--- config.mk ---
export PLATFORM = sky130hd
export DESIGN_NAME = program_loader
export DESIGN_NICKNAME = d
export VERILOG_FILES = /design/src/rtl/program_loader.sv
export SDC_FILE = /design/constraint.sdc
export NUM_CORES = 1
export LEC_CHECK = 0
export CAP_MARGIN = 10
export CORE_ASPECT_RATIO = 1.5
export CORE_UTILIZATION = 50
export CTS_CLUSTER_DIAMETER = 30
export DETAILED_ROUTE_END_ITERATION = 8
export GPL_TIMING_DRIVEN = 0
export PLACE_DENSITY = 0.83
export SLEW_MARGIN = 20
export SYNTH_ARGS = -nofsm -noshare
export SYNTH_HDL_FRONTEND = slang
export SYNTH_SLANG_ARGS = --single-unit
--- constraint.sdc ---
create_clock -name clk -period 8.3 [get_ports clk]
set_input_delay 1.66 -clock clk [delete_from_list [all_inputs] [get_ports clk]]
set_output_delay 1.66 -clock clk [all_outputs]
set_load 0.05 [all_outputs]
--- src/rtl/program_loader.sv ---
// Boot loader: receives a big-endian length header and program words over a
// byte stream, writes them to instruction memory and releases the CPU reset.
module program_loader #(
    parameter logic [31:0] BASE_ADDR = 32'd2097152,
    parameter int          MAX_WORDS = 1024,
    parameter int          TIMEOUT   = 65535
) (
    input  logic        clk,
    input  logic        rst,
    input  logic        start,
    input  logic        rx_valid,
    input  logic [7:0]  rx_data,
    output logic        rx_ready,
    output logic        ins_mem_write,
    output logic [31:0] instruction_to_write,
    output logic [31:0] ins_addr,
    output logic        cpu_rst,
    output logic        busy,
    output logic        done,
    output logic        err,
    output logic [15:0] words_loaded
);

    localparam int              TO_W    = $clog2(TIMEOUT + 1);
    localparam logic [TO_W-1:0] TO_LAST = TO_W'(TIMEOUT - 1);
    localparam logic [31:0]     MAX_LEN = 32'(MAX_WORDS);

    typedef enum logic [2:0] {
        S_IDLE,
        S_HDR,
        S_DATA,
        S_WR,
        S_DONE,
        S_ERR
    } state_t;

    state_t            state_q, state_d;
    logic [1:0]        byte_cnt_q, byte_cnt_d;
    logic [23:0]       shift_q, shift_d;
    logic [31:0]       len_q, len_d;
    logic [31:0]       index_q, index_d;
    logic [TO_W-1:0]   timeout_q, timeout_d;
    logic [15:0]       words_loaded_q, words_loaded_d;
    logic [31:0]       instr_q, instr_d;
    logic [31:0]       addr_q, addr_d;
    logic              wr_q, wr_d;
    logic              rx_ready_q, rx_ready_d;
    logic              busy_q, busy_d;
    logic              done_q, done_d;
    logic              err_q, err_d;
    logic              cpu_rst_q, cpu_rst_d;

    logic              xfer;
    logic [31:0]       full_word;

    // rx_ready_q is a pure decode of the current state, so it is safe to use
    // as the handshake qualifier here.
    assign xfer      = rx_valid && rx_ready_q;
    assign full_word = {shift_q, rx_data};

    always_comb begin
        state_d        = state_q;
        byte_cnt_d     = byte_cnt_q;
        shift_d        = shift_q;
        len_d          = len_q;
        index_d        = index_q;
        timeout_d      = timeout_q;
        words_loaded_d = words_loaded_q;
        instr_d        = instr_q;
        addr_d         = addr_q;
        wr_d           = 1'b0;

        case (state_q)
            S_IDLE, S_DONE, S_ERR: begin
                if (start) begin
                    state_d        = S_HDR;
                    byte_cnt_d     = 2'd0;
                    index_d        = 32'd0;
                    words_loaded_d = 16'd0;
                    timeout_d      = '0;
                end
            end
            S_HDR, S_DATA: begin
                if (xfer) begin
                    timeout_d  = '0;
                    byte_cnt_d = byte_cnt_q + 2'd1;
                    shift_d    = {shift_q[15:0], rx_data};
                    if (byte_cnt_q == 2'd3) begin
                        if (state_q == S_HDR) begin
                            len_d   = full_word;
                            state_d = (full_word == 32'd0 || full_word > MAX_LEN) ? S_ERR : S_DATA;
                        end else begin
                            // Write strobe and payload are registered on entry to WR.
                            instr_d = full_word;
                            addr_d  = BASE_ADDR + index_q;
                            wr_d    = 1'b1;
                            state_d = S_WR;
                        end
                    end
                end else if (timeout_q == TO_LAST) begin
                    state_d = S_ERR;
                end else begin
                    timeout_d = timeout_q + 1'b1;
                end
            end
            S_WR: begin
                index_d        = index_q + 32'd1;
                words_loaded_d = words_loaded_q + 16'd1;
                state_d        = (index_q + 32'd1 == len_q) ? S_DONE : S_DATA;
            end
            default: state_d = S_IDLE;
        endcase

        rx_ready_d = (state_d == S_HDR) || (state_d == S_DATA);
        busy_d     = (state_d == S_HDR) || (state_d == S_DATA) || (state_d == S_WR);
        done_d     = (state_d == S_DONE);
        err_d      = (state_d == S_ERR);
        cpu_rst_d  = (state_d != S_DONE);
    end

    always_ff @(posedge clk) begin
        if (rst) begin
            state_q        <= S_IDLE;
            byte_cnt_q     <= 2'd0;
            shift_q        <= 24'd0;
            len_q          <= 32'd0;
            index_q        <= 32'd0;
            timeout_q      <= '0;
            words_loaded_q <= 16'd0;
            instr_q        <= 32'd0;
            addr_q         <= 32'd0;
            wr_q           <= 1'b0;
            rx_ready_q     <= 1'b0;
            busy_q         <= 1'b0;
            done_q         <= 1'b0;
            err_q          <= 1'b0;
            cpu_rst_q      <= 1'b1;
        end else begin
            state_q        <= state_d;
            byte_cnt_q     <= byte_cnt_d;
            shift_q        <= shift_d;
            len_q          <= len_d;
            index_q        <= index_d;
            timeout_q      <= timeout_d;
            words_loaded_q <= words_loaded_d;
            instr_q        <= instr_d;
            addr_q         <= addr_d;
            wr_q           <= wr_d;
            rx_ready_q     <= rx_ready_d;
            busy_q         <= busy_d;
            done_q         <= done_d;
            err_q          <= err_d;
            cpu_rst_q      <= cpu_rst_d;
        end
    end

    assign rx_ready             = rx_ready_q;
    assign ins_mem_write        = wr_q;
    assign instruction_to_write = instr_q;
    assign ins_addr             = addr_q;
    assign cpu_rst              = cpu_rst_q;
    assign busy                 = busy_q;
    assign done                 = done_q;
    assign err                  = err_q;
    assign words_loaded         = words_loaded_q;

endmodule

* After elaboration in Yosys (flattened, before gate mapping)
Cells that the tools add are included. Widths: inputs -> output; s select.
Word-level totals: bits in registers 195, input port bits 12, output and inout port bits 86, logic and storage cells 78
Operators by class: $add $sub $neg 5, order comparisons 1, eq/ne operators 17, multiplexer cells 19, bitwise logic cells 4, reductions and logical operators 17
Operators by type and width (count):
- $pmux 16 s2 | 2
- $pmux 32 s2 | 1
- $mux 16 | 3
- $add 16x1->16 const B | 2
- $add 22x32->32 const A | 1
- $add 32x1->32 const B | 1
- $eq 32x32->1 | 1
- $gt 32x11->1 const B | 1
- $logic_not 32->1 | 1
- $mux 32 | 1
- $mux 3 | 7
- $eq 16x16->1 const B | 1
- $eq 3x2->1 const B | 4
- $eq 3x3->1 const B | 4
- $pmux 3 s3 | 1
- $reduce_and 4->1 | 2
- $eq 3x1->1 const B | 2
- $ne 3x3->1 const B | 2
- $reduce_and 3->1 | 2
- $mux 2 | 2
- $ne 2x2->1 const B | 2
- $not 1->1 | 4
- $pmux 2 s2 | 1
- $reduce_and 2->1 | 2
- 10 further kinds | 13

* Depth between registers and ports, before layout
Gate-level depths: netlist of run 1.
word-level depth 10, depth in mapped cells 12, gate-level depth less buffers 11

* Worst setup path after synthesis of run 1
Ideal clock, no wire load.
kind input to register, start input rx_valid, end register addr_q[21], in the netlist ins_addr[21], library setup time 0.128 ns, arrival time 3.121 ns, data required time 8.172 ns, slack 5.052 ns, stages 8, buffers on the path 3, cells stage by stage nand2_1 nor3_1 buf_1 nand3_1 clkbuf_1 buf_1 a21oi_1 nor2_1
Between the ends: word-level cells in the longest chain between the ends 2
RTL lines:
- start: declaration | line 11 | input logic rx_valid,
- $logic_and 1x1->1 | line 58 | assign xfer = rx_valid && rx_ready_q;
- $reduce_and 4->1 (no source line)
- end signal: assignment | line 147 | addr_q <= addr_d;
- end: declaration | line 45 | logic [31:0] addr_q, addr_d;
No other way between the ends. A chain may end at the register's enable or synchronous reset.

* Worst setup path after layout of run 1
Ends and elaborated chain as after synthesis.

==> results of run 1 <==
-- metal layers --
metal | vias up | wire (um) | track usage [%]
li1 | 4158 | - | -
met1 | 4031 | 10200 | 32.4
met2 | 311 | 12800 | 49.3
met3 | 79 | 1470 | 5.00
met4 | 0 | 1260 | 16.9
met5 | - | 0 | 0
-- Yosys cell counts (7+ instances only) --
cell        n  share of area, %
xnor2_1    37               3.6
and3_1     19               1.3
or3_1       8              0.56
nand3_1    42               2.3
nor3_1     21               1.2
clkbuf_1   60               2.5
buf_4      10              0.84
a31oi_1    10              0.70
nor2_1    119               5.0
nand4_1    15               1.0
dfxtp_1   195                44
nor4_1     14              0.98
inv_1       9              0.38
o21ai_0    37               2.1
a311oi_1    7              0.68
mux2i_1    25               2.8
a211oi_1   16               1.3
nand2_1   235               9.8
a21oi_1   143               8.0
buf_2       8              0.45
and2_1      9              0.63
xor2_1     28               2.7
-- metrics by stage --
stage	setup slack [ns]	power, mW	instances	instance area (um2)
2_1_floorplan	5.05	0.996	1146	8960
4_1_cts	4.16	1.79	1486	10700
3_5_place_dp	3.73	1.02	1455	10200
3_3_place_gp	3.72	1.02	1455	10200
6_report	4.11	1.79	1486	10700
5_1_grt	3.89	1.84	1486	10700
-- registers in the layout, summed over array words and instances (netlist names) --
register,count
busy,1
byte_cnt_q,2
cpu_rst,1
done,1
err,1
index_q,32
ins_addr,32
ins_mem_write,1
instruction_to_write,32
len_q,32
rx_ready,1
shift_q,24
state_q,3
timeout_q,16
words_loaded,16
-- logic make-up (layout without fill, tap and decap cells) --
logic type      after synthesis  after routing  share of synthesized area, %
compound gates              237            237                          14.8
flops                       195            195                          43.6
simple gates                523            523                          26.8
mux                          26             26                          2.92
fa+ha+maj                     6              6                         0.838
xor+xnor                     66             66                          6.61
buf+inv                      93            220                          4.43
-- area by class of cell --
class	instances	area share, %
Clock buffer	17	3.96
Tap cell	213	2.48
Clock inverter	14	1.12
Multi-Input combinational cell	858	43.4
Timing Repair Buffer	96	8.95
Inverter	9	0.315
Sequential cell	195	36.4
Buffer	84	3.38
-- power by group through the flow --
| stage | clock (mW) | sequential [mW] | combinational (mW) |
|---|---|---|---|
| after floorplan | 0 | 0.963 | 0.0338 |
| after CTS | 0.787 | 0.939 | 0.0637 |
| after detailed placement | 0 | 0.961 | 0.0635 |
| final | 0.785 | 0.939 | 0.0647 |
| after global placement | 0 | 0.961 | 0.0627 |
| after global routing | 0.827 | 0.939 | 0.0699 |
-- worst max path at each step --
stage	start	to	slack, ns
global placement	rx_valid	ins_addr[21]	3.72
finish	rx_valid	ins_addr[21]	4.11
CTS	rx_valid	ins_addr[21]	4.16
floorplan	rx_valid	ins_addr[21]	5.05
global route	rx_valid	ins_addr[21]	3.89
detailed placement	rx_valid	ins_addr[21]	3.73
-- worst max-delay path: stages --
cell,delay [ns]
clkdlybuf4s50_1,0.53
nand2_1,0.14
nor3_1,0.22
buf_1,0.49
nand3_1,0.47
clkbuf_1,0.34
buf_1,0.37
a21oi_1,0.24
nor2_1,0.05
==> results by group, run 1 <==
Layout
  • Most common cell after layout, fill and taps aside: nand2_1
  • Commonest cells after routing, fill and taps aside: nand2_1 (235), dfxtp_1 (195), a21oi_1 (142), nor2_1 (119), clkdlybuf4s50_1 (96)
  • Multi-input gate area: between 4000 and 5000 um2
  • P&R area growth vs syn: 19.8%
  • Fillers: 1,557
  • Register area: 3900 um2
  • Layout cell share with drive strength beyond 1: under 10%
  • Fin util: 61.6%
  • # diodes: 0
  • Nets: 1,279

Timing
  • Max-slew violations: 0
  • Setup TNS: 0 ns
  • Crit path time final: 4.19 ns
  • Crit share post-route: just over 50%
  • Max-slew headroom: 47.5%
  • Fin. Hold Viols: 0
  • RSZ-0062 raised after global routing: false
  • Final setup viols: 0
  • Worst Hold Slack: 0.453 ns
  • F_max: about 0.24 GHz
  • Setup Skew: approximately 0.0089 ns
  • Slew at the pin closest to its max-slew limit: 0.788 ns

Clock tree
  • Clock root buffer: clkbuf_16
  • Setup bufs post-CTS: 0
  • Clock Latency Late Sink: 0.44 ns
  • Clock sinks: about 200
  • H-tree levels: 4
  • Clock transition at path regs: roughly 0.07 ns
  • CTS Buffer Depth: 2
  • CTS tree: yes
  • CTS hold repair buffers: 0
  • Resize count post-CTS: 0
  • CTS buffer count: 17

GRT
  • Largest net degree at the start of global routing: 19
  • Total GRT Usage: between 20% and 30%
  • Global-route wire length before repair: 41.7 mm
  • Initial antenna violation count: 0
  • Vias in the first global route: 8,227
  • Gr ovfl total: 0

Power and ir drop
  • Static Leak: about 3.6 nW
  • Comb pwr share: under 10%
  • PD cells: 167 nW/um2
  • Switch share: 24.8%
  • Worst vdd ir: 0.138 mV
  • Sequential share of power: 52.5%
  • Internal Power: 1.35 mW
  • Sw power: between 400 and 500 uW
  • Clock power frac: between 40% and 50%

Die
  • Chip height: 166 um
  • Core box area: 17,400 um2
  • Initial core utilization: approximately 51%
  • Full die area: 18,500 um2
  • Row Count: a little under 60
  • # IOs: 98
  • Die width: 111 um

Logic synthesis
  • Synthesized instance count: 1,146
  • Asr flop ratio synth: 0%
  • Synthesized net count: 1,164
  • Cell Area, Synth: 8960 um2
  • Main synth FF type: dfxtp_1
  • Synth unique cells: 54
  • Post-synthesis register bit count: slightly below 200
  • Post-synth EDFFs: 0
  • Mean area per synthesized cell: 7.82 um2
  • Register area share after synthesis: 43.6%
  • Yosys warns: 0

Setup path
  • CP Data Required Time: ~8.6 ns
  • CP endpoint kind: flop
  • CP Data Arrival Time: between 4 and 5 ns
  • Worst-path fanout max: 10
  • CP Launch Type: primary input
  • Reg2Reg Setup Slack: 4.63 ns
  • Kind of critical path: in2reg
  • Launch point of the worst reg-to-reg path: index_q[1]
  • R2R Path End: rx_ready
  • Worst Reg-to-Reg Cells: 12

Detailed routing
  • Vias per cell: 5.77
  • DRT iter0 DRCs: about 530
  • Antenna Nets Post-Route: 0
  • Drc violations: 11
  • Drt first pass iters: 8
  • Routed WL: 25.7 mm
  • WL/cell: 17.3 um
  • Via Count: 8,579

Worst hold path
  • Min-Delay Path Class: reg2reg
  • Hold Crit Start: ins_addr[10]
  • Min-Delay Path Depth: 2
  • WHS Endpoint: ins_addr[10]

Placed design
  • Final GP Congestion: around 0.95
  • PortBufs: 96
  • Detailed Place HPWL: 18.9 mm

Status
  • Outcome: finished, violations left
  • Failing checks: design-rule violations

Run
  • Maxcap violations: 0
Note: power is estimated with default switching activity, not from simulation.
==> inputs of run 2 (changes only) <==
- clock period: 8.3 -> 4.3 ns (I/O delays scaled with it)
==> results of run 2 <==
Same layout as run 1 (identical final DEF). Status: finished, violations left: design-rule violations.
Among the figures that moved: setup slack after placement 3.73 ns -> 0.528 ns; setup slack after layout 4.11 ns -> 0.630 ns; start point of the critical path rx_valid -> index_q[1]; end point of the critical path ins_addr[21] -> rx_ready; register-to-register setup slack 4.63 ns -> 0.63 ns; total power 1.79 mW -> 3.45 mW; worst IR drop on VDD 0.138 mV -> 0.266 mV
==> inputs of run 3 (changes only) <==
- MAX_ROUTING_LAYER: unset -> met4
==> run 3 against run 2 <==
  * The flow still finishes with violations (design-rule violations)
  * Critical path depth unchanged
  * Maximum frequency decreased by 0.46%
  * Worst hold slack got worse by 0.00080 ns
  * Clock power about the same
  * Via count decreased by 0.29%
  * Critical path type unchanged
  * Design area increased by 0.15%
  * Routed wire length increased by 0.51%
  * Die area unchanged
  * Largest power group unchanged
  * Sequential cell count unchanged
==> results by group, run 3 (synthesis results as in run 1) <==
Clock tree
  • Clock transition at path regs: approximately 0.070 ns
  • CTS tree: yes
  • Resize count post-CTS: 0
  • CTS Buffer Depth: 2
  • H-tree levels: 4
  • CTS hold repair buffers: 0
  • CTS buffer count: 17
  • Clock Latency Late Sink: 0.44 ns
  • Clock root buffer: clkbuf_16
  • Setup bufs post-CTS: 0
  • Clock sinks: 195

GRT
  • Gr ovfl total: 0
  • Initial antenna violation count: 0
  • Vias in the first global route: slightly above 8,000
  • Largest net degree at the start of global routing: 19
  • Global-route wire length before repair: 41.5 mm
  • Total GRT Usage: 29.1%

Setup path
  • CP max-delay cell: or4_1
  • CP Launch Type: flop
  • Kind of critical path: reg2reg
  • CP Data Required Time: 4.64 ns
  • CP endpoint kind: flop
  • CP Data Arrival Time: between 4 and 5 ns
  • Crit path buf inv count: 2
  • Cell family with most CP delay: simple AND/OR/NAND/NOR gates
  • Worst-path fanout max: 10
  • Most common cell on crit path: and3_1
  • Worst path cell trace: ha_1, buf_2, and3_1, and4_1, clkbuf_1, nand2_1, or4_1, xnor2_1, nor4_1, nand4_1, o21a_1, and3_1
  • CP peak stage delay: 0.60 ns

Timing
  • Crit share post-route: a little under nine tenths
  • RSZ-0062 raised after global routing: false
  • Slew at the pin closest to its max-slew limit: 0.770 ns
  • F_max: 0.271 GHz
  • Fin. Hold Viols: 0
  • Max-slew headroom: 48.7%
  • Setup Skew: 0.00664 ns
  • Max-slew violations: 0
  • Final setup viols: 0
  • Setup TNS: 0 ns
  • Crit path time final: roughly 3.7 ns

Placed design
  • Detailed Place HPWL: 19.1 mm
  • Dpl cell area: 10,200 um2
  • Final GP Congestion: 0.984
  • PortBufs: between 90 and 100
  • Number of placed cells counting well taps: 1,455

Run
  • Maxcap violations: 0

Layout
  • Cell area after layout: between 10,000 and 15,000 um2
  • Most common cell after layout, fill and taps aside: nand2_1
  • Fin cells: 1,487
  • Commonest cells after routing, fill and taps aside: nand2_1 (235), dfxtp_1 (195), a21oi_1 (142), nor2_1 (119), clkdlybuf4s50_1 (96)
  • Layout cell share with drive strength beyond 1: roughly 5.1%
  • P&R area growth vs syn: 20.0%
  • Nets: about 1,300
  • # diodes: 0

Power and ir drop
  • Worst vdd ir: 0.234 mV
  • Static Leak: between 3 and 4 nW
  • Power consumption: 3.47 mW
  • PD cells: 323 nW/um2

Status
  • Failing checks: design-rule violations
  • Outcome: finished, violations left

Die
  • # IOs: 98
  • Row Count: 59
  • Core box area: 17,400 um2
  • Full die area: roughly 18,000 um2
  • Initial core utilization: about half
  • Die width: 111 um
  • Chip height: approximately 170 um

Detailed routing
  • Routed WL: 25.8 mm
  • DRT iter0 DRCs: 502
  • WL/cell: 17.4 um
  • Via Count: 8,554
  • Drt first pass iters: 7
  • Vias per cell: ~5.8
  • Drc violations: 10
  • Antenna Nets Post-Route: 0

Worst hold path
  • Min-Delay Path Class: reg2reg
[run 3: final timing paths]
path	start	to	cells after the start	slack [ns]
worst max-delay path	index_q[1]	rx_ready	12	0.61
worst min-delay path	ins_addr[11]	ins_addr[11]	2	0.45
worst max register to register	index_q[1]	rx_ready	12	0.61
worst min register to register	ins_addr[11]	ins_addr[11]	2	0.45
[run 3: worst min-delay path: stages (launching register included)]
cell and delay (ns):
dfxtp_1 0.31, nand2_1 0.05, a21oi_1 0.05
[run 3: layer usage]
metal	wire length, um	up-vias	global-route usage (%)
li1	-	4161	-
met1	10400	4013	33.3
met2	12900	298	49.0
met3	1360	82	4.38
met4	1240	0	15.6
met5	0	-	-
[run 3: final cells by class]
| type | instances | area, um2 |
|---|---|---|
| Tap cell | 213 | 267 |
| Sequential cell | 195 | 3900 |
| Multi-Input combinational cell | 858 | 4660 |
| Clock inverter | 14 | 123 |
| Buffer | 84 | 363 |
| Clock buffer | 18 | 439 |
| Inverter | 9 | 33.8 |
| Timing Repair Buffer | 96 | 961 |
| Fill cell | 1596 | 6670 |
[run 3: report_power, final]
part	internal [mW]	leakage (nW)	switching, mW	total (mW)
sequential	1.81	1.57	0.00471	1.81
clock	0.777	0.275	0.755	1.53
combinational	0.0310	1.79	0.0942	0.125
[run 3: per-stage QoR]
step                hold slack [ns]  util, %  setup WS (ns)
finish                        0.452     61.7          0.613
global route                  0.466     61.7          0.370
CTS                           0.456     61.7          0.669
detailed placement            0.446     58.5          0.511
global placement              0.441     58.5          0.528
floorplan                     0.436        -           1.38
